`config.mk`:
```
export PLATFORM = sky130hd
export DESIGN_NAME = traffic_conflict_monitor
export DESIGN_NICKNAME = d
export VERILOG_FILES = /design/src/rtl/traffic_conflict_monitor.sv
export SDC_FILE = /design/constraint.sdc
export NUM_CORES = 1
export LEC_CHECK = 0
export BUFFER_PORTS_ARGS = -buffer_cell sky130_fd_sc_hd__buf_2
export CORE_MARGIN = 2
export CORE_UTILIZATION = 35
export CTS_CLUSTER_DIAMETER = 40
export DETAILED_ROUTE_END_ITERATION = 10
export PLACE_DENSITY = 0.66
export SKIP_CTS_REPAIR_TIMING = 1
export SLEW_MARGIN = 20
export SYNTH_ARGS = -nofsm -noshare
export SYNTH_HDL_FRONTEND = slang
export SYNTH_SLANG_ARGS = --single-unit
```
`constraint.sdc`:
```
create_clock -name clk -period 2.1 [get_ports clk]
set_clock_uncertainty 0.15 [all_clocks]
set_input_delay 0.105 -clock clk [delete_from_list [all_inputs] [get_ports clk]]
set_output_delay 0.105 -clock clk [all_outputs]
set_load 0.05 [all_outputs]
```
`src/rtl/traffic_conflict_monitor.sv`:
```
// traffic_conflict_monitor: light-bus safety stage; optional stuck-pattern check enabled by MONITOR_STUCK_CHECK_EN
module traffic_conflict_monitor #(
  parameter int FILTER      = 2,
  parameter int START_TICKS = 4,
  parameter int STUCK_LIMIT = 16,
  parameter int FLASH_DIV   = 2
) (
  input  logic       clk,
  input  logic       rst_a,
  input  logic       tick_en,
  input  logic [2:0] mn_in,
  input  logic [2:0] ms_in,
  input  logic [2:0] le_in,
  input  logic [2:0] lw_in,
  input  logic       fault_clr,
  output logic [2:0] mn_out,
  output logic [2:0] ms_out,
  output logic [2:0] le_out,
  output logic [2:0] lw_out,
  output logic       fault,
  output logic [1:0] fault_code,
  output logic       flash
);
  localparam logic [11:0] RED4 = 12'b100100100100;
  localparam int VW = $clog2(FILTER + 1);
  localparam int SW = $clog2(START_TICKS + 1);
  localparam int FW = $clog2(FLASH_DIV + 1);
  localparam logic [VW-1:0] V_LAST = VW'(FILTER - 1);
  localparam logic [SW-1:0] S_LAST = SW'(START_TICKS - 1);
  localparam logic [FW-1:0] F_LAST = FW'(FLASH_DIV - 1);
  typedef enum logic [1:0] {STARTUP = 2'd0, MONITOR = 2'd1, FAULT = 2'd2} state_t;
  state_t state_q, state_d;
  logic [11:0] lights, out_q, out_d;
  logic [VW-1:0] viol_cnt_q, viol_cnt_d;
  logic [SW-1:0] start_cnt_q, start_cnt_d;
  logic [FW-1:0] flash_cnt_q, flash_cnt_d;
  logic flash_q, flash_d;
  logic [1:0] code_q, code_d;
  logic [2:0] nonred;
  logic invalid, conflict, viol, viol_fire, stuck_fire, enter, leave, to_mon, flash_tick;
  assign lights   = {mn_in, ms_in, le_in, lw_in};
  assign invalid  = !($onehot(mn_in) && $onehot(ms_in) && $onehot(le_in) && $onehot(lw_in));
  assign nonred   = 3'(mn_in != 3'b100) + 3'(ms_in != 3'b100) + 3'(le_in != 3'b100) + 3'(lw_in != 3'b100);
  assign conflict = nonred > 3'd1;
  assign viol      = invalid | conflict;
  assign viol_fire = viol && viol_cnt_q == V_LAST;
  assign enter      = state_q != FAULT && (viol_fire || stuck_fire);
  assign leave      = state_q == FAULT && fault_clr && !viol;
  assign to_mon     = state_q == STARTUP && tick_en && !enter && start_cnt_q == S_LAST;
  assign flash_tick = state_q == FAULT && tick_en && !leave;
`ifdef MONITOR_STUCK_CHECK_EN
  localparam int KW = $clog2(STUCK_LIMIT + 1);
  logic [11:0] prev_q;
  logic [KW-1:0] stuck_cnt_q, stuck_cnt_d;
  logic same;
  assign same       = lights == prev_q;
  assign stuck_fire = state_q == MONITOR && tick_en && same && stuck_cnt_q == KW'(STUCK_LIMIT - 1);
  // Stuck counter restarts on any input change or MONITOR entry and counts unchanged ticks in MONITOR
  always_comb
    stuck_cnt_d = (!same || to_mon) ? '0 : (state_q == MONITOR && tick_en) ? stuck_cnt_q + 1'b1 : stuck_cnt_q;
  // Previous light vector and stuck counter registers
  always_ff @(posedge clk or posedge rst_a)
    if (rst_a) begin
      prev_q      <= RED4;
      stuck_cnt_q <= '0;
    end else begin
      prev_q      <= lights;
      stuck_cnt_q <= stuck_cnt_d;
    end
`else
  logic unused_stuck;
  assign unused_stuck = STUCK_LIMIT != 0;
  assign stuck_fire   = 1'b0;
`endif
  // Next state, counters and lamp drive; fault entry outranks every other transition
  always_comb begin
    state_d     = enter ? FAULT : leave ? STARTUP : to_mon ? MONITOR : state_q;
    viol_cnt_d  = !viol ? '0 : (viol_cnt_q == V_LAST) ? viol_cnt_q : viol_cnt_q + 1'b1;
    start_cnt_d = (leave || to_mon) ? '0 : (state_q == STARTUP && tick_en && !enter) ? start_cnt_q + 1'b1 : start_cnt_q;
    flash_cnt_d = (enter || leave) ? '0 : flash_tick ? ((flash_cnt_q == F_LAST) ? '0 : flash_cnt_q + 1'b1) : flash_cnt_q;
    flash_d     = enter ? 1'b1 : leave ? 1'b0 : (flash_tick && flash_cnt_q == F_LAST) ? !flash_q : flash_q;
    code_d      = enter ? (invalid ? 2'b01 : conflict ? 2'b10 : 2'b11) : leave ? 2'b00 : code_q;
    out_d       = (state_d == FAULT) ? (flash_d ? RED4 : 12'h000) : (state_q == MONITOR && !viol) ? lights : RED4;
  end
  // State and datapath registers
  always_ff @(posedge clk or posedge rst_a)
    if (rst_a) begin
      state_q     <= STARTUP;
      viol_cnt_q  <= '0;
      start_cnt_q <= '0;
      flash_cnt_q <= '0;
      flash_q     <= 1'b0;
      code_q      <= 2'b00;
      out_q       <= RED4;
    end else begin
      state_q     <= state_d;
      viol_cnt_q  <= viol_cnt_d;
      start_cnt_q <= start_cnt_d;
      flash_cnt_q <= flash_cnt_d;
      flash_q     <= flash_d;
      code_q      <= code_d;
      out_q       <= out_d;
    end
  assign {mn_out, ms_out, le_out, lw_out} = out_q;
  assign fault      = state_q == FAULT;
  assign fault_code = code_q;
  assign flash      = flash_q;
endmodule

```
==> results.ini <==
[run_status]
status=complete, but fails checks
violations=negative hold slack

[timing]
period_share_pct=89.22
slew_viol_final=0
setup_viol=0
max_slew.worst_pin.slew_ns=0.5124
hold_viol=1
setup_ws_ns=0.2264
relSlewSlack_pct=65.77
rsz0062_at_grt=false
holdWs_ns=-0.01179
min_period_ns=1.874
max_freq_ghz=0.5337

[cts]
cts_tree=done
worst_setup_hold_path_clk_slew_ns=0.08
cts_buffers=3
cts_sinks=24
htreeDepth=1
cts_buffer_depth=2
insertion_delay_ns=0.27
root_buffer=clkbuf_8

[critical_path]
crit_fanout=6
cp.required_ns=2.14
critPathArrivalTime_ns=1.91
crit_slowest_cell=fa_1
path_cells=buf_2 -> inv_1 -> nand3_1 -> fa_1 -> nor4b_4 -> o2111ai_2 -> nand3_1 -> a21boi_0
critPathCaptureType=flip-flop
critPathKind=input pin to flip-flop
crit_path_max_incr_delay_ns=0.48
cpMostUsedCell=nand3_1
cp-start-kind=input pin

[layout]
layout.cells.non_filler=219
drive_gt1_share_pct=32.75
diodes=0
area_delta_synth_final_pct=30.58
nets=197

[routing]
vias=1090
drt_first_pass_iters=5
ant_nets=0
drcViolationCount=0
drt_wl_total_um=2964
drt_iter0_drc=37
wl_per_cell_um=13.53
vias_per_cell=4.977

[power]
p_leak_uw=0.0008720
vdd_ir_drop_max_v=0.0004357
power-per-cell-area_nw_per_um2=792.7

[floorplan]
ios=32
start_util_pct=35.92
die_w_um=65.06
die-height_um=65.06
rows=22
dieArea_um2=4233
coreArea_um2=3633

[place]
place_worst_setup_slack_ns=-0.06173
portBuffers=31
place_congestion=0.8503
placed_cells=208
dp_hpwl_um=2297

[logic_synthesis]
ys_warn_count=0
ys_ff_latch=24
synth.avg_cell_area_um2=10.79
yosysSeqAreaShare_pct=46.40
synth_nets=145
ys_types=37
syn_inst=121
syn_area_um2=1305
ys.flop_type=dfrtp_1
async_flop_share_pct=100.0
synth_edf_count=0

[global_routing]
grt_pass1_vias=1085
grt_first_pass_wirelength_um=4878
antenna_found_initial=0
grt_max_degree=25
grt_overflow_total=0
track_usage_pct=15.00

[flow_run]
max_cap_viol_count=0

[min_path]
hp-class=input pin to flip-flop

## state kept, by name, summed over array words and instances, names as in the netlist
register	flops
out_q	12
state_q	2
flash	1
start_cnt_q	3
fault_code	2
flash_cnt_q	2
viol_cnt_q	2
## synth_stat cells, types with 2 or more instances
library cell	instances	area [um^2]
fa_1	5	100.1
nor3b_1	2	15.01
inv_1	16	60.06
nand3_1	4	20.02
ha_1	3	37.54
a21oi_1	8	40.04
o211ai_1	2	15.01
dfstp_2	4	105.1
and4bb_2	2	25.02
a21boi_0	4	30.03
nor3_1	3	15.01
a31oi_1	4	25.02
dfrtp_1	20	500.5
nand2_1	4	15.01
and2_1	2	12.51
nor2_1	14	52.55
o21ai_0	4	20.02
## through the flow
stage	TNS (ns)	util, %	cell area (um^2)	power (uW)
2_1_floorplan	0	-	1305	957.1
4_1_cts	0	44.70	1624	1356
3_3_place_gp	-0.04109	43.56	1583	1063
3_5_place_dp	-0.3137	43.56	1583	1082
5_1_grt	0	46.90	1704	1432
6_report	0	46.90	1704	1351
## final timing paths
| path | from | to | slack (ns) | cells past startpoint |
|---|---|---|---|---|
| hold reg to reg | viol_cnt_q[1] | viol_cnt_q[1] | 0.41 | 2 |
| setup reg to reg | viol_cnt_q[1] | fault_code[1] | 0.38 | 5 |
| hold / removal | le_in[0] | out_q[3] | -0.01 | 3 |
| min in group asynchronous | rst_a | state_q[0] | 0.28 | 4 |
| setup / recovery | ms_in[0] | out_q[5] | 0.23 | 8 |
| max in group asynchronous | rst_a | out_q[2] | 1.24 | 4 |
## layout by cell type (no fill, tap or decap), types with 2 or more instances in the layout
cell,instances
a21boi_0,4
a21oi_1,8
a31oi_1,4
and2_1,2
and4bb_2,2
buf_2,31
buf_4,9
clkbuf_8,3
dfrtp_1,20
dfstp_2,4
dlygate4sd3_1,8
fa_1,5
ha_1,3
inv_1,16
nand2_1,4
nand3_1,4
nor2_1,14
nor3_1,3
nor3b_1,2
o211ai_1,2
o21ai_0,4
## cell type report
type / count / area, um^2
clock buffer: 3 / 41.29
fill: 369 / 1929
inverter: 16 / 60.06
multi-input combinational: 80 / 634.4
sequential: 24 / 605.6
tap: 48 / 60.06
timing repair buffer: 48 / 302.8
## critical path, delay by kind of cell
kind                       cells  cell delay, ns
and+or+nand+nor                3            0.67
adders and majority gates      1            0.48
AOI/OAI and AO/OA              2            0.45
buffers and inverters          2            0.21
## logic make-up after synthesis
logic type / after synthesis / share of synthesized area [%]
compound gates: 30 / 18.03
flops: 24 / 46.40
mux: 1 / 0.7670
xor+xnor: 2 / 1.343
buf+inv: 17 / 4.985
fa+ha+maj: 8 / 10.55
simple gates: 39 / 17.93
## power breakdown
group | internal, uW | leakage [uW] | switching (uW) | total [uW]
clock network | 128 | 0.0000216 | 144 | 272
logic | 156 | 0.000549 | 337 | 493
registers | 555 | 0.000301 | 31.0 | 586
total | 839 | 0.000872 | 512 | 1350
## per-layer routing
layer  routed length, um  up-vias  GRT usage [%]
li1                    -      524              -
met2                1534       28          26.03
met5                   0        -              0
met1                1259      534          19.12
met4                  34        0          4.688
met3                 137        4          2.431
(Power assumes the default switching activity.)
